$ cat src/rtl/ps2_rx_buffered_pkg.sv
// Shared types and constants for the PS/2 receive path.
package ps2_pkg;

    localparam int PS2_FRAME_BITS   = 11;
    localparam int PS2_PAYLOAD_BITS = 10;

    typedef enum logic [1:0] {
        RX_IDLE,
        RX_RECV,
        RX_CHECK
    } ps2_rx_state_t;

    // High when data plus parity bit do not have odd weight.
    function automatic logic odd_parity_err(input logic [8:0] dp);
        return ~^dp;
    endfunction

endpackage

$ cat src/rtl/ps2_rx_buffered_if.sv
// Received-byte stream: head of queue with valid/ready handshake.
interface ps2_rx_buffered_if;
    import ps2_pkg::*;

    logic [7:0] rx_data_o;
    logic       rx_perr_o;
    logic       rx_valid_o;
    logic       rx_ready_i;

    modport master (
        output rx_data_o,
        output rx_perr_o,
        output rx_valid_o,
        input  rx_ready_i
    );

    modport slave (
        input  rx_data_o,
        input  rx_perr_o,
        input  rx_valid_o,
        output rx_ready_i
    );

endinterface

$ cat src/rtl/ps2_rx_fifo.sv
// First-word-fall-through queue; full queue accepts a push when popped.
module ps2_rx_fifo
    import ps2_pkg::*;
#(
    parameter int WIDTH = 9,
    parameter int DEPTH = 4
) (
    input  logic             clk_i,
    input  logic             reset_i,
    input  logic             push_i,
    input  logic [WIDTH-1:0] wdata_i,
    input  logic             pop_i,
    output logic [WIDTH-1:0] rdata_o,
    output logic             full_o,
    output logic             empty_o
);

    localparam int AW = $clog2(DEPTH);

    logic [WIDTH-1:0] mem_q [0:DEPTH-1];
    logic [AW-1:0]    wr_q;
    logic [AW-1:0]    rd_q;
    logic [AW:0]      cnt_q;
    logic             do_push;
    logic             do_pop;

    assign empty_o = (cnt_q == '0);
    assign full_o  = (cnt_q == (AW+1)'(DEPTH));
    assign do_pop  = pop_i & ~empty_o;
    assign do_push = push_i & (~full_o | do_pop);
    // Empty head reads as zero so the output is clean after reset.
    assign rdata_o = empty_o ? '0 : mem_q[rd_q];

    always_ff @(posedge clk_i) begin
        if (do_push) mem_q[wr_q] <= wdata_i;
    end

    always_ff @(posedge clk_i or posedge reset_i) begin
        if (reset_i) begin
            wr_q  <= '0;
            rd_q  <= '0;
            cnt_q <= '0;
        end else begin
            if (do_push) wr_q <= wr_q + AW'(1);
            if (do_pop)  rd_q <= rd_q + AW'(1);
            cnt_q <= cnt_q + (AW+1)'(do_push)
                           - (AW+1)'(do_pop);
        end
    end

endmodule

$ cat src/rtl/ps2_rx_buffered.sv
// PS/2 device-to-host receiver: clock filter, frame FSM, output queue.
module ps2_rx_buffered
    import ps2_pkg::*;
#(
    parameter int FILTER_LEN     = 8,
    parameter int TIMEOUT_CYCLES = 100000,
    parameter int FIFO_DEPTH     = 4
) (
    input  logic clk_i,
    input  logic reset_i,
    input  logic rx_en_i,
    input  logic ps2c_i,
    input  logic ps2d_i,
    ps2_rx_buffered_if.master rx,
    output logic busy_o,
    output logic frame_err_o,
    output logic timeout_o,
    output logic overflow_o
);

    localparam int TW = $clog2(TIMEOUT_CYCLES + 1);
    localparam logic [TW-1:0] TMO_LIM = TW'(TIMEOUT_CYCLES - 1);

    logic [FILTER_LEN-1:0]       filt_q, filt_d;
    logic                        fclk_q, fclk_d;
    logic                        fall;
    logic [1:0]                  dsync_q;
    logic                        dbit;
    ps2_rx_state_t               state_q, state_d;
    logic [3:0]                  cnt_q, cnt_d;
    logic [TW-1:0]               tmo_q, tmo_d;
    logic [PS2_PAYLOAD_BITS-1:0] sh_q, sh_d;
    logic                        push;
    logic                        pop;
    logic                        full;
    logic                        empty;
    logic [8:0]                  wdata;
    logic [8:0]                  rdata;

    assign filt_d = {filt_q[FILTER_LEN-2:0], ps2c_i};
    assign dbit   = dsync_q[1];

    always_comb begin
        fclk_d = fclk_q;
        if (&filt_q)       fclk_d = 1'b1;
        else if (~|filt_q) fclk_d = 1'b0;
    end

    assign fall = fclk_q & ~fclk_d;

    always_comb begin
        state_d     = state_q;
        cnt_d       = cnt_q;
        tmo_d       = tmo_q;
        sh_d        = sh_q;
        push        = 1'b0;
        frame_err_o = 1'b0;
        timeout_o   = 1'b0;
        overflow_o  = 1'b0;
        unique case (state_q)
            RX_IDLE: begin
                if (fall && rx_en_i && !dbit) begin
                    state_d = RX_RECV;
                    cnt_d   = '0;
                    tmo_d   = '0;
                end
            end
            RX_RECV: begin
                if (fall) begin
                    sh_d  = {dbit, sh_q[PS2_PAYLOAD_BITS-1:1]};
                    cnt_d = cnt_q + 4'd1;
                    tmo_d = '0;
                    if (cnt_q == 4'd9) state_d = RX_CHECK;
                end else if (tmo_q == TMO_LIM) begin
                    timeout_o = 1'b1;
                    tmo_d     = '0;
                    state_d   = RX_IDLE;
                end else begin
                    tmo_d = tmo_q + TW'(1);
                end
            end
            RX_CHECK: begin
                state_d = RX_IDLE;
                if (!sh_q[9]) begin
                    frame_err_o = 1'b1;
                end else begin
                    push       = 1'b1;
                    overflow_o = full & ~pop;
                end
            end
            default: state_d = RX_IDLE;
        endcase
    end

    always_ff @(posedge clk_i or posedge reset_i) begin
        if (reset_i) begin
            filt_q  <= '1;
            fclk_q  <= 1'b1;
            dsync_q <= 2'b11;
            state_q <= RX_IDLE;
            cnt_q   <= '0;
            tmo_q   <= '0;
            sh_q    <= '0;
        end else begin
            filt_q  <= filt_d;
            fclk_q  <= fclk_d;
            dsync_q <= {dsync_q[0], ps2d_i};
            state_q <= state_d;
            cnt_q   <= cnt_d;
            tmo_q   <= tmo_d;
            sh_q    <= sh_d;
        end
    end

    assign busy_o = (state_q != RX_IDLE);
    assign wdata  = {odd_parity_err(sh_q[8:0]), sh_q[7:0]};
    assign pop    = rx.rx_ready_i & ~empty;

    ps2_rx_fifo #(
        .WIDTH (9),
        .DEPTH (FIFO_DEPTH)
    ) u_fifo (
        .clk_i   (clk_i),
        .reset_i (reset_i),
        .push_i  (push),
        .wdata_i (wdata),
        .pop_i   (pop),
        .rdata_o (rdata),
        .full_o  (full),
        .empty_o (empty)
    );

    assign rx.rx_valid_o = ~empty;
    assign rx.rx_data_o  = rdata[7:0];
    assign rx.rx_perr_o  = rdata[8];

endmodule

$ cat src/flat_wrapper.sv
// flat-port wrapper written by rule: the top's interface ports become plain ports
module ps2_rx_buffered_flat import ps2_pkg::*;
#(
    parameter int FILTER_LEN     = 8,
    parameter int TIMEOUT_CYCLES = 100000,
    parameter int FIFO_DEPTH     = 4
)
  (clk_i, reset_i, rx_en_i, ps2c_i, ps2d_i, busy_o, frame_err_o, timeout_o, overflow_o, rx_rx_data_o, rx_rx_perr_o, rx_rx_valid_o, rx_rx_ready_i);
  ps2_rx_buffered_if rx_i ();
  input  logic clk_i;
  input  logic reset_i;
  input  logic rx_en_i;
  input  logic ps2c_i;
  input  logic ps2d_i;
  output logic busy_o;
  output logic frame_err_o;
  output logic timeout_o;
  output logic overflow_o;
  output wire logic [$bits(rx_i.rx_data_o)-1:0] rx_rx_data_o;
  output wire logic [$bits(rx_i.rx_perr_o)-1:0] rx_rx_perr_o;
  output wire logic [$bits(rx_i.rx_valid_o)-1:0] rx_rx_valid_o;
  input wire logic [$bits(rx_i.rx_ready_i)-1:0] rx_rx_ready_i;
  assign rx_rx_data_o = rx_i.rx_data_o;
  assign rx_rx_perr_o = rx_i.rx_perr_o;
  assign rx_rx_valid_o = rx_i.rx_valid_o;
  assign rx_i.rx_ready_i = rx_rx_ready_i;
  ps2_rx_buffered #(.FILTER_LEN(FILTER_LEN), .TIMEOUT_CYCLES(TIMEOUT_CYCLES), .FIFO_DEPTH(FIFO_DEPTH)) u_core (.clk_i(clk_i), .reset_i(reset_i), .rx_en_i(rx_en_i), .ps2c_i(ps2c_i), .ps2d_i(ps2d_i), .rx(rx_i), .busy_o(busy_o), .frame_err_o(frame_err_o), .timeout_o(timeout_o), .overflow_o(overflow_o));
endmodule
$ cat config.mk
export PLATFORM = sky130hd
export DESIGN_NAME = ps2_rx_buffered_flat
export DESIGN_NICKNAME = d
export VERILOG_FILES = /design/src/rtl/ps2_rx_buffered_pkg.sv /design/src/rtl/ps2_rx_buffered_if.sv /design/src/rtl/ps2_rx_fifo.sv /design/src/rtl/ps2_rx_buffered.sv /design/src/flat_wrapper.sv
export SDC_FILE = /design/constraint.sdc
export NUM_CORES = 1
export LEC_CHECK = 0
export BUFFER_PORTS_ARGS = -buffer_cell sky130_fd_sc_hd__buf_2
export CAP_MARGIN = 20
export CORE_MARGIN = 3
export CORE_UTILIZATION = 65
export DETAILED_ROUTE_END_ITERATION = 16
export GPL_TIMING_DRIVEN = 0
export PLACE_DENSITY = 0.93
export SYNTH_ARGS = -nofsm -noshare
export SYNTH_HDL_FRONTEND = slang
export SYNTH_SLANG_ARGS = --single-unit
export TNS_END_PERCENT = 1
$ cat constraint.sdc
create_clock -name clk_i -period 4.6 [get_ports clk_i]
set_input_delay 0.46 -clock clk_i [delete_from_list [all_inputs] [get_ports clk_i]]
set_output_delay 0.46 -clock clk_i [all_outputs]
set_load 0.01 [all_outputs]
==> results of run 1 <==
## power groups by stage
stage / combinational [µW] / clock, µW / sequential (µW)
after floorplan: 130 / 0 / 916
after global routing: 183 / 531 / 930
final: 164 / 484 / 922
after detailed placement: 163 / 0 / 934
after CTS: 164 / 496 / 919
after global placement: 155 / 0 / 930
## registers in the layout (all words and copies together), names as in the netlist
| signal | flops |
|---|---|
| u_core.cnt_q | 4 |
| u_core.dsync_q | 2 |
| u_core.fclk_q | 1 |
| u_core.filt_q | 8 |
| u_core.sh_q | 10 |
| u_core.state_q | 2 |
| u_core.tmo_q | 17 |
| u_core.u_fifo.cnt_q | 3 |
| u_core.u_fifo.mem_q | 36 |
| u_core.u_fifo.rd_q | 2 |
| u_core.u_fifo.wr_q | 2 |
## final timing paths
check	slack, ns	endpoint
worst max-delay path	1.91	u_core.u_fifo.cnt_q[2]
worst min-delay path	0.20	u_core.dsync_q[0]
worst max register to register	1.91	u_core.u_fifo.cnt_q[2]
worst min register to register	0.36	u_core.dsync_q[1]
max in group asynchronous	3.49	u_core.filt_q[2]
min in group asynchronous	0.56	u_core.tmo_q[6]
## stage by stage
| step | instance area (µm²) | setup slack [ns] |
|---|---|---|
| 2_1_floorplan | 4023 | 2.064 |
| 3_3_place_gp | 4212 | 1.864 |
| 3_5_place_dp | 4232 | 1.834 |
| 4_1_cts | 4422 | 1.905 |
| 5_1_grt | 4422 | 1.712 |
| 6_report | 4422 | 1.908 |
## cell usage after synthesis, types with 2 or more instances
cell and n:
dfrtp_1 40, edfxtp_1 36, nand2_1 22, and2_1 15, nand3_1 14, nand4_1 14, inv_1 12, dfstp_2 11
xnor2_1 11, ha_1 9, mux4_2 9, o21ai_0 8, buf_2 7, nor2_1 6, a31oi_1 5, and4_1 5
mux2_2 5, and3_1 4, clkbuf_1 4, mux2_4 4, mux2i_1 4, nand4b_1 4, o311ai_0 4, or3_1 4
a22o_1 3, xor2_1 3, and4b_1 2, buf_4 2, nor2b_1 2, nor4_4 2, nor4b_1 2, nor4bb_1 2
o211ai_1 2, o22ai_1 2, o2bb2ai_1 2, or2_2 2
## cell type report
cell class              instances  area [µm²]
multi-input cells             188        1530
plain buffers                  14       76.32
inverters                      12       45.04
flip-flops and latches         87        2371
fillers                       376        1534
well taps                      75       93.84
clock inverters                 7       56.30
repair buffers                 21       125.1
clock buffers                   9       123.9
## worst max-delay path: stages (launching register included)
cell and delay, ns:
dfrtp_1 0.44, or4b_1 0.55, and4b_1 0.19, clkbuf_1 0.19, inv_1 0.09, ha_1 0.22
inv_1 0.06, ha_1 0.12, inv_1 0.04, fa_1 0.37, xnor2_1 0.19, xnor2_1 0.14
## metal layers
layer	track usage	up-vias	routed length, µm	part of all wire
met3	0.04024	23	357	0.048
li1	-	1189	-	-
met4	0.1137	0	230	0.031
met5	0	-	0	0
met1	0.2942	1251	3125	0.42
met2	0.3751	93	3694	0.50
## what timing repair did
action,in CTS,in global routing
endpoints found under the hold margin,5,0
hold buffers,1,0
gates resized for setup,0,0
## logic make-up after synthesis
| kind of cell | after synthesis | synth area share |
|---|---|---|
| AO/OA/AOI/OAI | 35 | 0.06252 |
| buffers and inverters | 26 | 0.03017 |
| adder cells (fa/ha/maj) | 10 | 0.03297 |
| multiplexers | 22 | 0.08927 |
| XOR/XNOR | 14 | 0.03048 |
| flip-flops | 87 | 0.5894 |
| AND/OR/NAND/NOR | 107 | 0.1652 |
==> reports/metrics.yaml, run 1 <==
placed_design:
  io_buffers: 19
  place_inst: 396
  dp_hpwl_um: 5194
  globalplace.congestion: 0.9165
clock_network:
  cts-root-buf: "clkbuf_8"
  cts_buffers: 9
  clock_path_buffers: 2
  clock_latency_ns: 0.36
  clkSinkCount: 87
  cts_setup_buffers: 0
  path_clk_slew_ns: 0.09
  htreeDepth: 3
  cts_tree: "done"
yosys:
  seq_area_frac_synth: 0.5894
  syn_area_per_cell_um2: 13.36
  async_reset_ff_frac: 0.5862
  synth.distinct_cells: 54
  ys_warn_count: 0
  yosys_most_used_dff: "dfrtp_1"
  synth_top_area_frac: 0.2687
  synth-seq-cells: 87
  synthTopCellsByArea: "edfxtp_1 (27%), dfrtp_1 (25%), dfstp_2 (7.2%)"
  synth_fp_nets: 317
  synthCells: 301
  synth-edff-count: 36
  synth_area_um2: 4023
  netlist.top_cell.by_area: "edfxtp_1"
sta:
  max_freq_mhz: 371.5
  tightestPinTransition_ns: 0.5958
  fin_crit_ns: 2.692
  setup-tns-final_ns: 0
  clock-skew-final_ns: 0.01176
  hold_ws_ns: 0.1986
  setup_viol_count_final: 0
  hold_viol: 0
  maxSlewViolCount: 0
  relSlewSlack: 0.6028
  grt_setup_unrepaired: "false"
  finalCritPeriodShare: 0.5852
status:
  status: "finished, final reports clean"
routing:
  via_per_inst: 6.189
  routed_wl_um: 7408
  vias: 2556
  drtAntennaViolNets: 0
  drt_iter0_drc: 129
  first_pass_iters: 4
  drc: 0
  route.detailed.wl_per_inst_um: 17.94
pwr:
  p_switching_uw: 433.7
  powerDensity_nw_per_um2: 355.1
  clkPwrFrac: 0.308
  swShare: 0.2762
  pwr-share-seq: 0.587
  p_int_uw: 1137
  vdd_drop_max_mv: 0.2397
  comb_power_share: 0.105
  power_leakage_uw: 0.001808
  total_power_uw: 1570
global_route:
  grt_pass1_vias: 2508
  grt_pass1_wl_um: 12520
  antenna_found_initial: 0
  grt_start_max_net_pins: 44
  gr-usage-all-layers: 0.2282
  overflow: 0
floorplan:
  pin_count: 20
  rows: 28
  die-area_um2: 7168
  die_w_um: 84.67
  die_y_um: 84.67
  core-area_um2: 5956
  start_util: 0.6754
finish:
  area_growth_pct: 9.922
  antenna_cells: 0
  fin_cells: 413
  drive_gt1_frac: 0.2485
  finish.utilization: 0.7424
  final_common_cell: "dfrtp_1"
  final_cell_mix: "dfrtp_1 (40), edfxtp_1 (36), buf_2 (26)"
  final_nets: 349
setup_path:
  critical_path_class: "reg -> reg"
  cp.required_ns: 4.87
  crit_start: "u_core.u_fifo.cnt_q[1]"
  r2r.worst_path.cells: 11
  arrival_ns: 2.96
  crit_path_start_kind: "flip-flop"
  crit_fanout: 8
  worstSetupEndpointType: "flip-flop"
  regToRegStartpoint: "u_core.u_fifo.cnt_q[1]"
min_path:
  hold_class: "in -> reg"
  min_from: "ps2d_i"
  holdPathStages: 1
run:
  maxCapViolCount: 0
(Power assumes the default switching activity.)
==> run 2, diff against run 1 <==
Settings changed: CORE_UTILIZATION 65 to 55, PLACE_DENSITY 0.93 to 0.85.
Clock period 4.6 ns to 2.29 ns, I/O delays scaled along.
==> run 2 against run 1 <==
The flow now finishes with violations (negative setup slack). Maximum frequency is 9.4% higher. Sequential cell count is the same. Via count down 2.4%. Register-to-register slack worse by 2.1 ns. Largest power group unchanged. Highest routed layer unchanged.
==> reports/metrics.yaml, run 2 (synthesis results as in run 1) <==
status:
  status: "finished with violations"
  failed_checks: "negative setup slack"
floorplan:
  pin_count: 20
  die_y_um: 91.52
  core-area_um2: 6944
  rows: 30
  start_util: 0.5793
  die-area_um2: 8376
  die_w_um: 91.52
routing:
  first_pass_iters: 4
  vias: 2494
  routed_wl_um: 7067
  via_per_inst: 5.707
  route.detailed.wl_per_inst_um: 16.17
  drc: 0
  drtAntennaViolNets: 0
  drt_iter0_drc: 82
global_route:
  gr-usage-all-layers: 0.1848
  overflow: 0
  grt_start_max_net_pins: 36
  grt_pass1_vias: 2487
  antenna_found_initial: 0
  grt_pass1_wl_um: 11970
clock_network:
  htreeDepth: 3
  path_clk_slew_ns: 0.09
  clkSinkCount: 87
  cts_tree: "done"
  cts_buffers: 9
  clock_path_buffers: 2
  clock_latency_ns: 0.36
  cts-root-buf: "clkbuf_8"
finish:
  largest_register_ffs: 36
  finish.utilization: 0.6523
  regMostFlops: "u_core.u_fifo.mem_q"
  regArea_um2: 2372
  final_nets: 352
  final_cell_mix: "dfrtp_1 (39), edfxtp_1 (36), buf_2 (24)"
  antenna_cells: 0
  area_growth_pct: 12.60
  drive_gt1_frac: 0.2727
  largestRegisters: "u_core.u_fifo.mem_q: 36 flops, u_core.tmo_q: 17 flops, u_core.sh_q: 10 flops"
  final_common_cell: "dfrtp_1"
  fillers: 495
  multiInputGateArea_um2: 1560
  fin_cells: 437
sta:
  maxSlewViolCount: 0
  setup_viol_count_final: 2
  setup_ws_ns: -0.1708
  grt_setup_unrepaired: "true"
  relSlewSlack: 0.5920
  clock-skew-final_ns: 0.01182
  tightestPinTransition_ns: 0.6120
  max_freq_mhz: 406.4
  hold_viol: 0
  fin_crit_ns: 2.461
  setup-tns-final_ns: -0.2454
  finalCritPeriodShare: 1.075
setup_path:
  crit_path_start_kind: "flip-flop"
  cp_slowest_stage_delay_ns: 0.51
  cp.required_ns: 2.53
  crit_chain: "or4b_4, and4b_2, inv_1, ha_1, inv_1, ha_1, inv_2, fa_2, xnor2_2, xnor2_1"
  critical_path_class: "reg -> reg"
  worstSetupEndpointType: "flip-flop"
  crit_fanout: 2
  rrSetupSlack_ns: -0.17
  slowest_stage: "or4b_4"
  arrival_ns: 2.70
pwr:
  powerDensity_nw_per_um2: 708.2
  power_leakage_uw: 0.001833
  vdd_drop_max_mv: 0.3542
  total_power_uw: 3208
placed_design:
  io_buffers: 19
  place_inst: 417
  dp_hpwl_um: 4879
  globalplace.congestion: 0.9209
run:
  maxCapViolCount: 0
min_path:
  hold_class: "in -> reg"
==> run 2: changes by cell type in the layout (fill, tap and decap cells not counted), moves of 2 or more <==
cell           before  now
buf_2              26   24
buf_4               2    5
clkinv_4            2    0
dlygate4sd3_1       1    3
==> run 2: per-stage QoR <==
stage | area, µm² | hold slack, ns | worst slack [ns]
after floorplan | 4026 | 0.2335 | -0.1496
after global placement | 4242 | 0.3367 | -0.2626
after detailed placement | 4262 | 0.2279 | -0.3392
after CTS | 4509 | 0.1610 | -0.1778
after global routing | 4529 | 0.1681 | -0.2425
final | 4529 | 0.1727 | -0.1708
==> run 2: critical path: cells and delay by family (launching register included) <==
kind                       cells  cell delay, ns
and+or+nand+nor                2            0.75
adders and majority gates      3            0.73
DFF                            1            0.43
xor gates and xnor gates       2            0.28
buffers and inverters          3            0.17
==> run 2: path summary, 6_finish.rpt <==
| check | start | to | cells after the start |
|---|---|---|---|
| max reg2reg | u_core.u_fifo.cnt_q[1] | u_core.u_fifo.cnt_q[2] | 10 |
| max in group asynchronous | reset_i | u_core.filt_q[7] | 4 |
| min in group asynchronous | reset_i | u_core.tmo_q[13] | 3 |
| min reg2reg | u_core.dsync_q[0] | u_core.dsync_q[1] | 0 |
| min | rx_en_i | u_core.state_q[0] | 3 |
| max | u_core.u_fifo.cnt_q[1] | u_core.u_fifo.cnt_q[2] | 10 |
==> run 2: final cells by class <==
cell class              count  area share
plain buffers              13     0.01796
clock buffers              10     0.03287
clock inverters             6    0.009116
inverters                  12    0.009945
multi-input cells         188      0.3445
flip-flops and latches     87      0.5238
well taps                  96     0.02652
repair buffers             25     0.03536
==> run 2: per-layer routing <==
layer / up-vias / GRT usage / part of all wire
met5: - / 0 / 0
met4: 0 / 0.08166 / 0.015
met3: 8 / 0.04225 / 0.044
met2: 61 / 0.2940 / 0.50
met1: 1220 / 0.2430 / 0.44
li1: 1205 / - / -
==> run 2: what timing repair did <==
action / in CTS / in global routing
gates resized for setup: 7 / 4
endpoints found under the hold margin: 12 / 0
pin swaps: 2 / 1
endpoints found under the setup margin: 3 / 3
hold buffers: 3 / 0
buffers inserted: 2 / 0
==> run 2: report_power, final <==
group          switching [µW]  internal (µW)
Sequential                135           1720
Clock                     558            464
Combinational             170            163
Total                     863           2350
==> run 3, diff against run 2 <==
Settings changed: CTS_BUF_LIST set to sky130_fd_sc_hd__clkbuf_16, HOLD_SLACK_MARGIN set to 0.05.
==> run 3 against run 2 <==
Largest power group unchanged. Cell area is 1.9% higher. The run still ends with negative setup slack left. Sequential power hardly changed. Critical path type unchanged. Die area stayed put. Via count is 2.1% higher.
==> reports/metrics.yaml, run 3 (synthesis results as in run 1) <==
status:
  status: "finished with violations"
  failed_checks: "negative setup slack"
floorplan:
  die-area_um2: 8376
  start_util: 0.5793
  pin_count: 20
  die_w_um: 91.52
  core-area_um2: 6944
  rows: 30
  die_y_um: 91.52
global_route:
  overflow: 0
  grt_pass1_wl_um: 12260
  grt_busiest_layer: "met2"
  met1_usage: 0.2486
  antenna_found_initial: 0
  use_met2: 0.3025
  grt_pass1_vias: 2539
  gr-usage-all-layers: 0.1882
  grt_start_max_net_pins: 36
  met3_usage: 0.03314
finish:
  largest_register_ffs: 36
  regMostFlops: "u_core.u_fifo.mem_q"
  area_growth_pct: 14.77
  final_nets: 352
  largestRegisters: "u_core.u_fifo.mem_q: 36 flops, u_core.tmo_q: 17 flops, u_core.sh_q: 10 flops"
  drive_gt1_frac: 0.2727
  final_common_cell: "dfrtp_1"
  final_cell_mix: "dfrtp_1 (39), edfxtp_1 (36), buf_2 (24)"
  finish.utilization: 0.6649
  antenna_cells: 0
routing:
  route.detailed.wl_per_inst_um: 16.34
  via_per_inst: 5.826
  first_pass_iters: 4
  drt_iter0_drc: 84
  drtAntennaViolNets: 0
  drc: 0
  routed_wl_um: 7140
  vias: 2546
pwr:
  power_leakage_uw: 0.001876
  total_power_uw: 3592
  vdd_drop_max_mv: 0.5103
  powerDensity_nw_per_um2: 778.0
clock_network:
  path_clk_slew_ns: 0.07
  cts_tree: "done"
  clkSinkCount: 87
  htreeDepth: 3
  cts-root-buf: "clkbuf_16"
  clock_path_buffers: 2
  clock_latency_ns: 0.33
  cts_buffers: 9
sta:
  hold_viol: 0
  finalCritPeriodShare: 1.069
  relSlewSlack: 0.5954
  max_freq_mhz: 408.5
  clock-skew-final_ns: 0.006190
  hold_ws_ns: 0.2041
  setup_ws_ns: -0.1579
  fin_crit_ns: 2.448
  maxSlewViolCount: 0
  tightestPinTransition_ns: 0.6069
  setup_viol_count_final: 2
  grt_setup_unrepaired: "true"
min_path:
  hold_class: "in -> reg"
  holdPathStages: 3
  min_from: "rx_en_i"
  whs_endpoint: "u_core.state_q[0]"
setup_path:
  crit_path_start_kind: "flip-flop"
  r2r.worst_path.cells: 10
  cp.required_ns: 2.50
  critical_path_class: "reg -> reg"
  arrival_ns: 2.66
  rrSetupSlack_ns: -0.16
  r2r-end: "u_core.u_fifo.cnt_q[2]"
  worstSetupEndpointType: "flip-flop"
  crit_fanout: 2
  regToRegStartpoint: "u_core.u_fifo.cnt_q[1]"
run:
  maxCapViolCount: 0
placed_design:
  io_buffers: 19
  dp_hpwl_um: 4879
  globalplace.congestion: 0.9209
-- run 3: power by group --
part / leakage [µW] / internal [µW] / total (µW) / switching [µW]
clock: 0.000143 / 805 / 1410 / 602
combinational: 0.000827 / 162 / 332 / 170
sequential: 0.000906 / 1720 / 1850 / 133
total: 0.00188 / 2690 / 3590 / 905
-- run 3: layer usage --
| metal | part of all wire | routed length [µm] | vias up |
|---|---|---|---|
| met1 | 0.42 | 3031 | 1239 |
| met5 | 0 | 0 | - |
| met4 | 0.023 | 167 | 0 |
| li1 | - | - | 1210 |
| met3 | 0.051 | 362 | 15 |
| met2 | 0.50 | 3578 | 82 |
-- run 3: layout make-up --
| type | instances | area (µm²) |
|---|---|---|
| Sequential cell | 87 | 2372 |
| Fill cell | 483 | 2327 |
| Multi-Input combinational cell | 188 | 1550 |
| Clock buffer | 10 | 250.2 |
| Timing Repair Buffer | 25 | 160.2 |
| Tap cell | 96 | 120.1 |
| Buffer | 13 | 77.57 |
| Inverter | 12 | 45.04 |
| Clock inverter | 6 | 41.29 |
-- run 3: critical path, stage by stage, from the launching register on --
cell     delay (ns)
dfrtp_2        0.41
or4b_4         0.51
and4b_2        0.24
inv_1          0.06
ha_1           0.22
inv_1          0.06
ha_1           0.15
inv_2          0.05
fa_2           0.36
xnor2_2        0.15
xnor2_1        0.13
-- run 3: repair_timing --
item                       4_1_cts  5_1_grt
setup buffers                    2        0
hold buffers                     3        0
setup endpoints to repair        3        3
pin swaps                        2        0
gates resized for setup          7        2
hold endpoints to repair        12        0
-- run 3: stage by stage --
stage / std cells / setup WS (ns) / cell area [µm²] / setup TNS (ns)
2_1_floorplan: 301 / -0.1496 / 4026 / -0.2339
3_3_place_gp: 416 / -0.2626 / 4242 / -0.4306
3_5_place_dp: 417 / -0.3392 / 4262 / -0.5972
4_1_cts: 437 / -0.1689 / 4611 / -0.2487
5_1_grt: 437 / -0.2341 / 4617 / -0.4576
6_report: 437 / -0.1579 / 4617 / -0.2200
-- run 3: worst max path at each step --
stage,from,to,slack [ns],depth (start not counted)
4_1_cts,u_core.u_fifo.cnt_q[1],u_core.u_fifo.cnt_q[2],-0.17,10
2_1_floorplan,u_core.u_fifo.cnt_q[1],u_core.u_fifo.cnt_q[2],-0.15,11
5_1_grt,u_core.u_fifo.cnt_q[1],u_core.u_fifo.cnt_q[2],-0.23,10
3_3_place_gp,u_core.u_fifo.cnt_q[1],u_core.u_fifo.cnt_q[2],-0.26,11
6_report,u_core.u_fifo.cnt_q[1],u_core.u_fifo.cnt_q[2],-0.16,10
3_5_place_dp,u_core.u_fifo.cnt_q[1],u_core.u_fifo.cnt_q[2],-0.34,11
